`src/rtl/regfile_unique0_pkg.sv`:
```
// -----------------------------------------------------------------------------
// regfile_unique0_pkg
// Purpose : Architectural constants shared by the register file, decode and the
//           forward unit (RV32I integer register file geometry).
// Contents: XLEN      - data width of one register
//           NREGS     - number of architectural registers (x0..x31)
//           REG_IDX_W - width of a register index
//           reg_idx_t / xdata_t - convenience types built on the above
// -----------------------------------------------------------------------------
package regfile_unique0_pkg;

   localparam int XLEN      = 32;
   localparam int NREGS     = 32;
   localparam int REG_IDX_W = 5;

   typedef logic [REG_IDX_W-1:0] reg_idx_t;
   typedef logic [XLEN-1:0]      xdata_t;

endpackage : regfile_unique0_pkg

```
`src/rtl/regfile_unique0.sv`:
```
// -----------------------------------------------------------------------------
// regfile_unique0
// Purpose : RV32I integer register file. 31 stored registers (x1..x31), x0 is
//           hardwired to zero. Two combinational read ports with a same-cycle
//           write-to-read bypass, one synchronous write port.
// Ports   : clk    in   1  core clock, state updates on rising edge
//           reset  in   1  asynchronous active-high clear of x1..x31
//           rs1    in   5  read port 1 index
//           rdata1 out 32  read port 1 data
//           rs2    in   5  read port 2 index
//           rdata2 out 32  read port 2 data
//           wreg   in   5  write index
//           wdata  in  32  write data
//           wen    in   1  write enable
// -----------------------------------------------------------------------------
module regfile_unique0
   import regfile_unique0_pkg::*;
(
   input  logic                 clk,
   input  logic                 reset,
   input  logic [REG_IDX_W-1:0] rs1,
   output logic [XLEN-1:0]      rdata1,
   input  logic [REG_IDX_W-1:0] rs2,
   output logic [XLEN-1:0]      rdata2,
   input  logic [REG_IDX_W-1:0] wreg,
   input  logic [XLEN-1:0]      wdata,
   input  logic                 wen
);

   // Storage for x1..x31 only; x0 has no flops.
   xdata_t r_regs [1:NREGS-1];

   // A write that targets x0 is architecturally a no-op.
   logic w_wr_valid;
   assign w_wr_valid = wen && (wreg != '0);

   // NOTE: this array is small and built from flops, so it can take the
   // asynchronous clear; a RAM macro could not be reset like this.
   // NOTE: sequential state uses non-blocking assignments so every flop samples
   // pre-edge values regardless of statement order.
   always_ff @(posedge clk or posedge reset) begin
      if (reset) begin
         for (int i = 1; i < NREGS; i++) begin
            r_regs[i] <= '0;
         end
      end else if (w_wr_valid) begin
         r_regs[wreg] <= wdata;
      end
   end

   // Read priority: x0 -> reset -> bypass -> stored array. The bypass supplies
   // writeback values that decode's forwarding network does not cover.
   function automatic xdata_t read_port(
      input reg_idx_t idx,
      input logic     rst,
      input logic     wr_valid,
      input reg_idx_t wr_idx,
      input xdata_t   wr_data,
      input xdata_t   stored
   );
      xdata_t result;
      if (idx == '0 || rst) begin
         result = '0;
      end else if (wr_valid && wr_idx == idx) begin
         result = wr_data;
      end else begin
         result = stored;
      end
      return result;
   endfunction

   // Stored values fetched separately so the x0 index never addresses the array.
   xdata_t w_stored1;
   xdata_t w_stored2;

   // NOTE: every always_comb output gets a default first so no path can leave
   // it unassigned and infer a latch.
   always_comb begin
      w_stored1 = '0;
      w_stored2 = '0;
      if (rs1 != '0) begin
         w_stored1 = r_regs[rs1];
      end
      if (rs2 != '0) begin
         w_stored2 = r_regs[rs2];
      end
   end

   assign rdata1 = read_port(rs1, reset, w_wr_valid, wreg, wdata, w_stored1);
   assign rdata2 = read_port(rs2, reset, w_wr_valid, wreg, wdata, w_stored2);

endmodule : regfile_unique0

```
`config.mk`:
```
export PLATFORM = sky130hd
export DESIGN_NAME = regfile_unique0
export DESIGN_NICKNAME = d
export VERILOG_FILES = /design/src/rtl/regfile_unique0_pkg.sv /design/src/rtl/regfile_unique0.sv
export SDC_FILE = /design/constraint.sdc
export NUM_CORES = 2
export LEC_CHECK = 0
export CORE_UTILIZATION = 35
export DETAILED_ROUTE_END_ITERATION = 8
export PLACE_DENSITY = 0.62
export RECOVER_POWER = 100
export SETUP_SLACK_MARGIN = 0.15
export SLEW_MARGIN = 20
export SYNTH_ARGS = -nofsm -noshare
export SYNTH_HDL_FRONTEND = slang
export SYNTH_SLANG_ARGS = --single-unit
```
`constraint.sdc`:
```
create_clock -name clk -period 78 [get_ports clk]
set_clock_uncertainty 0.05 [all_clocks]
set_input_delay 23.4 -clock clk [delete_from_list [all_inputs] [get_ports clk]]
set_output_delay 23.4 -clock clk [all_outputs]
set_load 0.01 [all_outputs]
```
==> results.toml <==
[run_status]
outcome = "finished with violations"
violations = "capacitance limit, slew limit"

[placed_design]
placed_cell_area_um2 = 56700
gp_congestion = 0.856
hpwlAfterDp_um = 111000
place.port_buffers = 113
post-place-ws_ps = 26300

[power_and_ir_drop]
internal-power_mw = 1.11
power_density_nw_per_um2 = 25.6
p_total_mw = 1.53
seqPwrFrac_pct = 45.0
leakage_nw = 25.2
swShare_pct = 27.4
power_frac_clock_pct = 34.2
comb_power_share_pct = 20.7
peakVddDrop_mv = 0.0170
p_switching_mw = 0.420

[yosys]
synthArstFlopShare_pct = 100
yosysSeqAreaShare_pct = 46.2
synth_nets = 3725
syn_inst = 3675
synth_top_area_cell = "dfrtp_1"
synth_cell_types = 61
ys_warn_count = 0
synth.top_cell.area_share_pct = 46.2
ys.flop_type = "dfrtp_1"
ys_top_cells_by_area = "dfrtp_1 (46%), mux2_2 (23%), mux4_2 (18%)"
synth_edf_count = 0
syn_area_um2 = 53700
avgSynthCellArea_um2 = 14.6
yosys_register_bits = 992

[clocking]
post_cts_buffers = 0
cts.sinks = 992
cts_made_buffers = 105
ctsResizeCount = 0
cts_root_buffer = "clkbuf_16"
path_clk_slew_ps = 60
postCtsHoldBufs = 0
clk_latency_ps = 710
cts_tree = "yes"
cts-htree-levels = 3
clock_path_buffers = 3

[sta]
worst_pin_slew_ps = 8990
worst_slack_ps = 22080
slew_headroom_pct = -500
slew_violations = 2088
hold_viol_final = 0
final-setup-viol-count = 0
fin_crit_ps = 55920
fin_crit_sh_pct = 71.7
tns_ps = 0
fmax_ghz = 0.0179
rsz0062_at_grt = "false"

[global_routing]
antenna_found_initial = 15
grt_max_degree = 168
overflow = 0
first_global_vias = 36700
grt_pass1_wl_um = 276000
grt_use_total_pct = 24.5

[route]
ant_nets = 0
vias = 36400
post-route-drc-count = 0
routed_wirelength_um = 192000
wire_per_inst_um = 33.4
viasPerCell = 6.34
drt_iter0_drc = 4210
dr.pass1.iters = 5

[cells_and_area]
final_util_pct = 39.3
final-seq-area_um2 = 24800
area_delta_synth_final_pct = 11.4
multi_input_area_um2 = 26900
drive_above_1_share_pct = 48.2
largest_reg_flops = 992
reg_top3 = "r_regs x992"
fin_nets = 3671
fill_cells = 14300
regMostFlops = "r_regs"
design_area_um2 = 59800

[floorplan]
core_area_um2 = 152000
initial_core_util_pct = 35.3
die_y_um = 394
die_w_um = 394
ios = 114
die_area_um2 = 155000
num_rows = 143

[setup_path]
critPathLaunchType = "input pin"
required_ps = 54550
cp_max_fo = 40
endpoint_kind = "output port"
critPathKind = "in -> out"
worstPathArrival_ps = 32470

[hold_path]
hold_path_class = "reg -> reg"

[job]
max_cap_violations = 58
## routing by layer
layer	up-vias	GRT usage, %	routed length (um)
met2	2035	37.1	86700
met5	-	0	88
met4	14	8.61	7570
li1	14200	-	-
met1	19700	33.7	77400
met3	442	6.45	19800
## stage by stage
stage / instances / hold slack (ps)
final: 5735 / 471
after global routing: 5729 / 481
after global placement: 5543 / 450
after floorplan: 3675 / 428
after detailed placement: 5544 / 459
after CTS: 5728 / 472
## cells in the mapped netlist (16+ instances only)
cell,n
buf_2,126
buf_1,55
clkbuf_1,160
nor2_1,49
a22oi_1,40
nor3_1,62
a211o_1,23
dfrtp_1,992
a21oi_1,38
o22ai_1,83
mux2_2,1085
buf_6,16
o22a_1,23
a221oi_1,82
o21ai_0,37
buf_4,44
nand3_1,28
nand2_1,49
nor2b_1,36
mux2i_1,39
mux4_2,424
## final timing paths
check	from	endpoint	slack [ps]	cells past startpoint
worst max-delay path	rs1[2]	rdata1[9]	22080	10
max in group asynchronous	reset	r_regs[817]$_DFFE_PP0P_	38470	5
worst min register to register	r_regs[963]$_DFFE_PP0P_	r_regs[963]$_DFFE_PP0P_	470	1
worst min-delay path	r_regs[963]$_DFFE_PP0P_	r_regs[963]$_DFFE_PP0P_	470	1
min in group asynchronous	reset	r_regs[191]$_DFFE_PP0P_	23830	2
worst max register to register	r_regs[659]$_DFFE_PP0P_	r_regs[659]$_DFFE_PP0P_	77120	1
## worst max-delay path, cell delays in order
cell	delay [ps]
clkbuf_1	1480
clkbuf_1	2410
clkbuf_1	1950
nor2b_1	310
clkbuf_1	1060
a22oi_1	190
a21oi_1	210
nor3_1	70
nor3_1	600
dlygate4sd3_1	700
## cell type report
| type | count | area share (%) |
|---|---|---|
| Timing Repair Buffer | 240 | 3.18 |
| Tap cell | 2030 | 4.25 |
| Inverter | 6 | 0.0398 |
| Clock inverter | 32 | 0.800 |
| Antenna cell | 7 | 0.0293 |
| Multi-Input combinational cell | 2276 | 45.1 |
| Sequential cell | 992 | 41.5 |
| Clock buffer | 152 | 5.11 |
## power by group through the flow
stage	clock (mW)	combinational (mW)	sequential (mW)
2_1_floorplan	0	0.246	0.671
3_3_place_gp	0	0.312	0.688
3_5_place_dp	0	0.318	0.694
4_1_cts	0.532	0.319	0.685
5_1_grt	0.552	0.337	0.701
6_report	0.524	0.317	0.689
## placed cells by master (no fill, tap or decap), drive strengths merged, types with 6 or more instances in the layout
| master | synthesis | layout |
|---|---|---|
| dlygate4sd3 | 0 | 56 |
| a221oi | 82 | 82 |
| diode | 0 | 7 |
| nand2 | 49 | 49 |
| clkdlybuf4s50 | 0 | 45 |
| or3 | 11 | 11 |
| o21ai | 37 | 37 |
| o31a | 7 | 7 |
| a2111oi | 6 | 6 |
| a211o | 23 | 23 |
| nor2b | 36 | 36 |
| a22oi | 40 | 40 |
| a22o | 7 | 7 |
| and2 | 15 | 15 |
| o31ai | 14 | 14 |
| nor3 | 62 | 62 |
| nand4 | 8 | 8 |
| or2 | 6 | 6 |
| a21oi | 38 | 38 |
| mux2i | 39 | 39 |
| o211ai | 14 | 14 |
| bufinv | 0 | 12 |
| clkbuf | 160 | 201 |
| mux4 | 424 | 424 |
| o22a | 23 | 23 |
| nand3 | 28 | 28 |
| nor2 | 50 | 50 |
| o22ai | 83 | 83 |
| nor4 | 7 | 7 |
| mux2 | 1086 | 1086 |
| inv | 5 | 8 |
| clkinv | 1 | 16 |
| dfrtp | 992 | 992 |
| a31o | 7 | 7 |
| nand3b | 7 | 7 |
| nand2b | 13 | 13 |
| buf | 241 | 90 |
## kinds of logic (layout without fill, tap and decap cells)
kind of cell | count (synthesis) | after routing | share of synthesized area, %
xor gates and xnor gates | 10 | 10 | 0.163
muxes | 1549 | 1549 | 41.3
DFF | 992 | 992 | 46.2
other | 0 | 7 | 0
AOI/OAI and AO/OA | 409 | 409 | 5.61
and+or+nand+nor | 308 | 308 | 3.01
buffers and inverters | 407 | 430 | 3.67
Power figures use the tool's default switching activity.
